<file path="config.mk">
export PLATFORM = sky130hd
export DESIGN_NAME = mem_arbiter
export DESIGN_NICKNAME = d
export VERILOG_FILES = /design/src/rtl/mem_arbiter.sv
export SDC_FILE = /design/constraint.sdc
export NUM_CORES = 1
export LEC_CHECK = 0
export ABC_AREA = 1
export BUFFER_PORTS_ARGS = -buffer_cell sky130_fd_sc_hd__buf_2
export CORE_UTILIZATION = 40
export CTS_CLUSTER_SIZE = 16
export DETAILED_ROUTE_END_ITERATION = 8
export HOLD_SLACK_MARGIN = 0.05
export PLACE_DENSITY = 0.81
export REMOVE_ABC_BUFFERS = 1
export SLEW_MARGIN = 10
export SYNTH_ARGS = -nofsm -noshare
export SYNTH_HDL_FRONTEND = slang
export SYNTH_SLANG_ARGS = --single-unit
</file>
<file path="constraint.sdc">
create_clock -name clk -period 1.4 [get_ports clk]
set_input_delay 0.21 -clock clk [delete_from_list [all_inputs] [get_ports clk]]
set_output_delay 0.21 -clock clk [all_outputs]
set_load 0.02 [all_outputs]
</file>
<file path="src/rtl/mem_arbiter.sv">
// Shares one main-memory read port between the I-cache and D-cache, filling
// 16-byte blocks (eight 16-bit words) with D-cache priority.
module mem_arbiter (
  input  logic        clk,
  input  logic        rst,
  input  logic        icache_miss,
  input  logic [15:0] icache_addr,
  input  logic        dcache_miss,
  input  logic [15:0] dcache_addr,
  input  logic        mem_data_valid,
  input  logic [15:0] mem_data_in,
  output logic        mem_enable,
  output logic [15:0] mem_addr,
  output logic [15:0] fill_data,
  output logic [2:0]  fill_word,
  output logic        icache_write,
  output logic        dcache_write,
  output logic        icache_fill_done,
  output logic        dcache_fill_done,
  output logic        mem_stall
);

  typedef enum logic [1:0] {IDLE, FILL, DONE} state_t;

  state_t      state_q, state_d;
  logic        grant_q, grant_d;
  logic [15:0] base_q, base_d;
  logic [3:0]  issue_q, issue_d;
  logic [2:0]  recv_q, recv_d;

  always_ff @(posedge clk or posedge rst) begin
    if (rst) begin
      state_q <= IDLE;
      grant_q <= 1'b0;
      base_q  <= '0;
      issue_q <= '0;
      recv_q  <= '0;
    end else begin
      state_q <= state_d;
      grant_q <= grant_d;
      base_q  <= base_d;
      issue_q <= issue_d;
      recv_q  <= recv_d;
    end
  end

  always_comb begin
    state_d          = state_q;
    grant_d          = grant_q;
    base_d           = base_q;
    issue_d          = issue_q;
    recv_d           = recv_q;
    mem_enable       = 1'b0;
    mem_addr         = '0;
    fill_data        = '0;
    fill_word        = '0;
    icache_write     = 1'b0;
    dcache_write     = 1'b0;
    icache_fill_done = 1'b0;
    dcache_fill_done = 1'b0;

    case (state_q)
      IDLE: begin
        if (dcache_miss) begin
          state_d = FILL;
          grant_d = 1'b1;
          base_d  = dcache_addr & 16'hFFF0;
          issue_d = '0;
          recv_d  = '0;
        end else if (icache_miss) begin
          state_d = FILL;
          grant_d = 1'b0;
          base_d  = icache_addr & 16'hFFF0;
          issue_d = '0;
          recv_d  = '0;
        end
      end
      FILL: begin
        // issue_q[3] marks all eight requests sent; base low nibble is zero
        if (!issue_q[3]) begin
          mem_enable = 1'b1;
          mem_addr   = base_q | {12'b0, issue_q[2:0], 1'b0};
          issue_d    = issue_q + 4'd1;
        end
        if (mem_data_valid) begin
          fill_data    = mem_data_in;
          fill_word    = recv_q;
          icache_write = ~grant_q;
          dcache_write = grant_q;
          recv_d       = recv_q + 3'd1;
          if (recv_q == 3'd7) state_d = DONE;
        end
      end
      DONE: begin
        icache_fill_done = ~grant_q;
        dcache_fill_done = grant_q;
        state_d          = IDLE;
      end
      default: state_d = IDLE;
    endcase
  end

  assign mem_stall = (state_q != IDLE) | icache_miss | dcache_miss;

endmodule

</file>
==> out/results.md <==
| Result | This run |
| --- | --- |
| Antenna Violating Nets Remaining | 0 |
| Vias after detailed routing | 1757 |
| Synth Area per Inst | 6.21 um^2 |
| Number of synthesized register bits | 22 |
| Kind of capture point of the worst setup path | output pin |
| Count of yosys warnings during synthesis | 0 |
| Routed WL per cell | 11.6 um |
| Status | complete, but fails checks |
| Worst path required time | 1190 ps |
| Post-layout net count | 390 |
| Final hold vios | 0 |
| Initial antenna violation count | 0 |
| Sequential-to-total area share from yosys stat | 0.382 |
| Cell area after technology mapping | 1440 um^2 |
| First-pass GRT wire length | 5980 um |
| Peak Freq | 0.650 GHz |
| Reg2Reg Setup Slack | 70 ps |
| Post-layout instance count excluding filler cells | 379 |
| Antenna cells | 0 |
| Post-route DRC | 0 |
| Max-slew violation total from the final report | 0 |
| Largest cells by area after synthesis | dfrtp_1 38%, nand2_1 31%, nor2_1 9.6% |
| Die ar. | 3850 um^2 |
| Period utilization | 1.10 |
| Static leakage power | 1.40 nW |
| Hold-critical path depth | 5 |
| Worst Path Arrival | 1330 ps |
| Root Buffer | clkbuf_4 |
| Area leader, netlist | dfrtp_1 |
| Terminating pin of the worst hold path | base_q[7] |
| Area of the core | 3390 um^2 |
| Routed wire length | 4380 um |
| Layout overhead on the synthesized area | 73.4% |
| WS Path Type | reg -> out |
| RSZ-0062 raised after global routing | yes |
| Port Buf Inserts | 84 |
| Max H-tree Level | 1 |
| Max-cap check violation count | 0 |
| Worst-case setup slack after placement | 80.4 ps |
| Most used cells in the layout excluding fill and tap cells | 114 x nand2_1, 45 x buf_2, 36 x buf_4, 22 x buf_6, 21 x dfrtp_1 |
| Critical-path maximum fanout | 6 |
| I/O pin count | 94 |
| Shortest clock period the worst path allows after layout | 1540 ps |
| Type of origin of the critical path | flip-flop |
| Hold Crit Class | in -> reg |
| Final Instance Area | 2500 um^2 |
| Setup WS post-layout | -140 ps |
| Remaining global-route overflow | 0 |
| Clock transition at the registers of the reported paths | 130 ps |
| FF-to-FF path depth | 6 |
| Weighted congestion reported at the end of routability-driven placement | 0.866 |
| Worst Hold Margin | 176 ps |
| Die width | 62.0 um |
| Tot GR Track Use | 0.210 |
| Maximum buffer depth of the clock tree | 2 |
| Origin of the critical flop-to-flop path | state_q[0] |
| Vias in the first global route | 1454 |
| Clock latency at the later pin of the worst-skew pair | 300 ps |
| Worst voltage drop across the vdd grid | 0.000958 V |
| Top-area cell type share of the netlist area | 0.382 |
| Setup skew after layout | 3.03 ps |
| CTS tree | yes |
| Instance count of the mapped netlist | 232 |
| Leading cell type in the layout, fill and taps excluded | nand2_1 |
| Reg-to-Reg End | issue_q[3] |
| Startpoint of the worst hold path | icache_addr[7] |
| HPWL after detailed placement | 2530 um |
| Vertical extent of the die | 62.0 um |
| DRC violation total after the first TritonRoute iteration | 49 |
| Pin count of the biggest net entering global routing | 23 |
| Filler instances | 243 |
| Initial Utilization | 0.425 |
| Fraction of final layout cells sized beyond drive strength 1 | 0.456 |
| Cell Pwr Density | 2090 nW/um^2 |
| Final number of setup-violating endpoints | 40 |
| Post-detailed-route via-to-cell ratio | 4.64 |
| Clock tree sinks | 22 |
| Placed standard-cell area | 1940 um^2 |
| Number of cell rows | 21 |
| Clock buffer count from CTS | 3 |
| Violated checks | negative setup slack |
| Cell count after placement | 359 |
| TritonRoute pass-1 iters | 4 |
| Number of distinct library cell variants in the gate-level netlist after synthesis | 19 |
critical path, stage by stage (launching register included):
cell and delay (ps):
dfrtp_1 410, inv_2 90, buf_4 140, nand3_4 110, nor2_1 120, buf_4 150
through the flow:
step,utilization,total power [mW],setup TNS [ps]
2_1_floorplan,-,2.61,-534
3_3_place_gp,0.572,3.42,0
3_5_place_dp,0.572,3.48,0
4_1_cts,0.697,4.84,-3820
5_1_grt,0.737,5.60,-7150
6_report,0.737,5.23,-4260
metal layers:
layer  vias up  GRT usage  wire length, um
li1        898          -                -
met1       751      0.262             1790
met2        96      0.380             2190
met3        12     0.0352              318
met4         0     0.0413               80
met5         -          0                0
cell families after synthesis:
kind of cell | Yosys count | share of synthesized area
AND/OR/NAND/NOR | 175 | 0.484
buffers and inverters | 28 | 0.0946
flip-flops | 22 | 0.382
AO/OA/AOI/OAI | 3 | 0.0104
adder cells (fa/ha/maj) | 3 | 0.0260
other | 1 | 0.00260
how the worst max path moves through the flow:
stage,startpoint,to,depth (start not counted)
3_3_place_gp,state_q[1],mem_addr[6],5
6_report,state_q[1],dcache_write,5
5_1_grt,state_q[1],dcache_write,5
4_1_cts,state_q[1],fill_data[0],5
2_1_floorplan,state_q[0],mem_addr[10],2
3_5_place_dp,state_q[1],mem_addr[4],5
synthesized netlist by cell type:
cell type,count
clkbuf_1,2
nand3_1,9
nor3_1,3
conb_1,1
nand4_1,3
ha_1,3
dfrtp_1,22
buf_4,2
nand2_2,2
nand2_1,119
nor2_1,37
nand3_2,1
o21ai_0,2
o21ai_1,1
buf_2,7
buf_6,2
inv_1,12
inv_2,3
nor2_4,1
report_power, final:
| part | internal [mW] | switching (mW) |
|---|---|---|
| clock network | 0.159 | 0.198 |
| logic | 1.70 | 2.00 |
| registers | 0.924 | 0.248 |
area by class of cell:
cell class                 instances  area (um^2)  share of cell area
timing repair buffer             110          876               0.351
tap                               46         57.6              0.0230
clock buffer                       4         36.3              0.0145
inverter                          15         56.3              0.0225
sequential                        22          552               0.221
multi-input combinational        182          921               0.369
state kept, by name (all words and copies together), names as in the netlist:
signal   count
base_q      12
grant_q      1
issue_q      4
recv_q       3
state_q      2
what timing repair did:
action / 4_1_cts / 5_1_grt
cloned: 1 / 0
buffers inserted: 10 / 4
pin swaps: 7 / 2
hold buffers: 1 / 0
endpoints found under the hold margin: 22 / 0
resized for setup: 91 / 24
setup endpoints to repair: 39 / 56
Power figures use the tool's default switching activity.
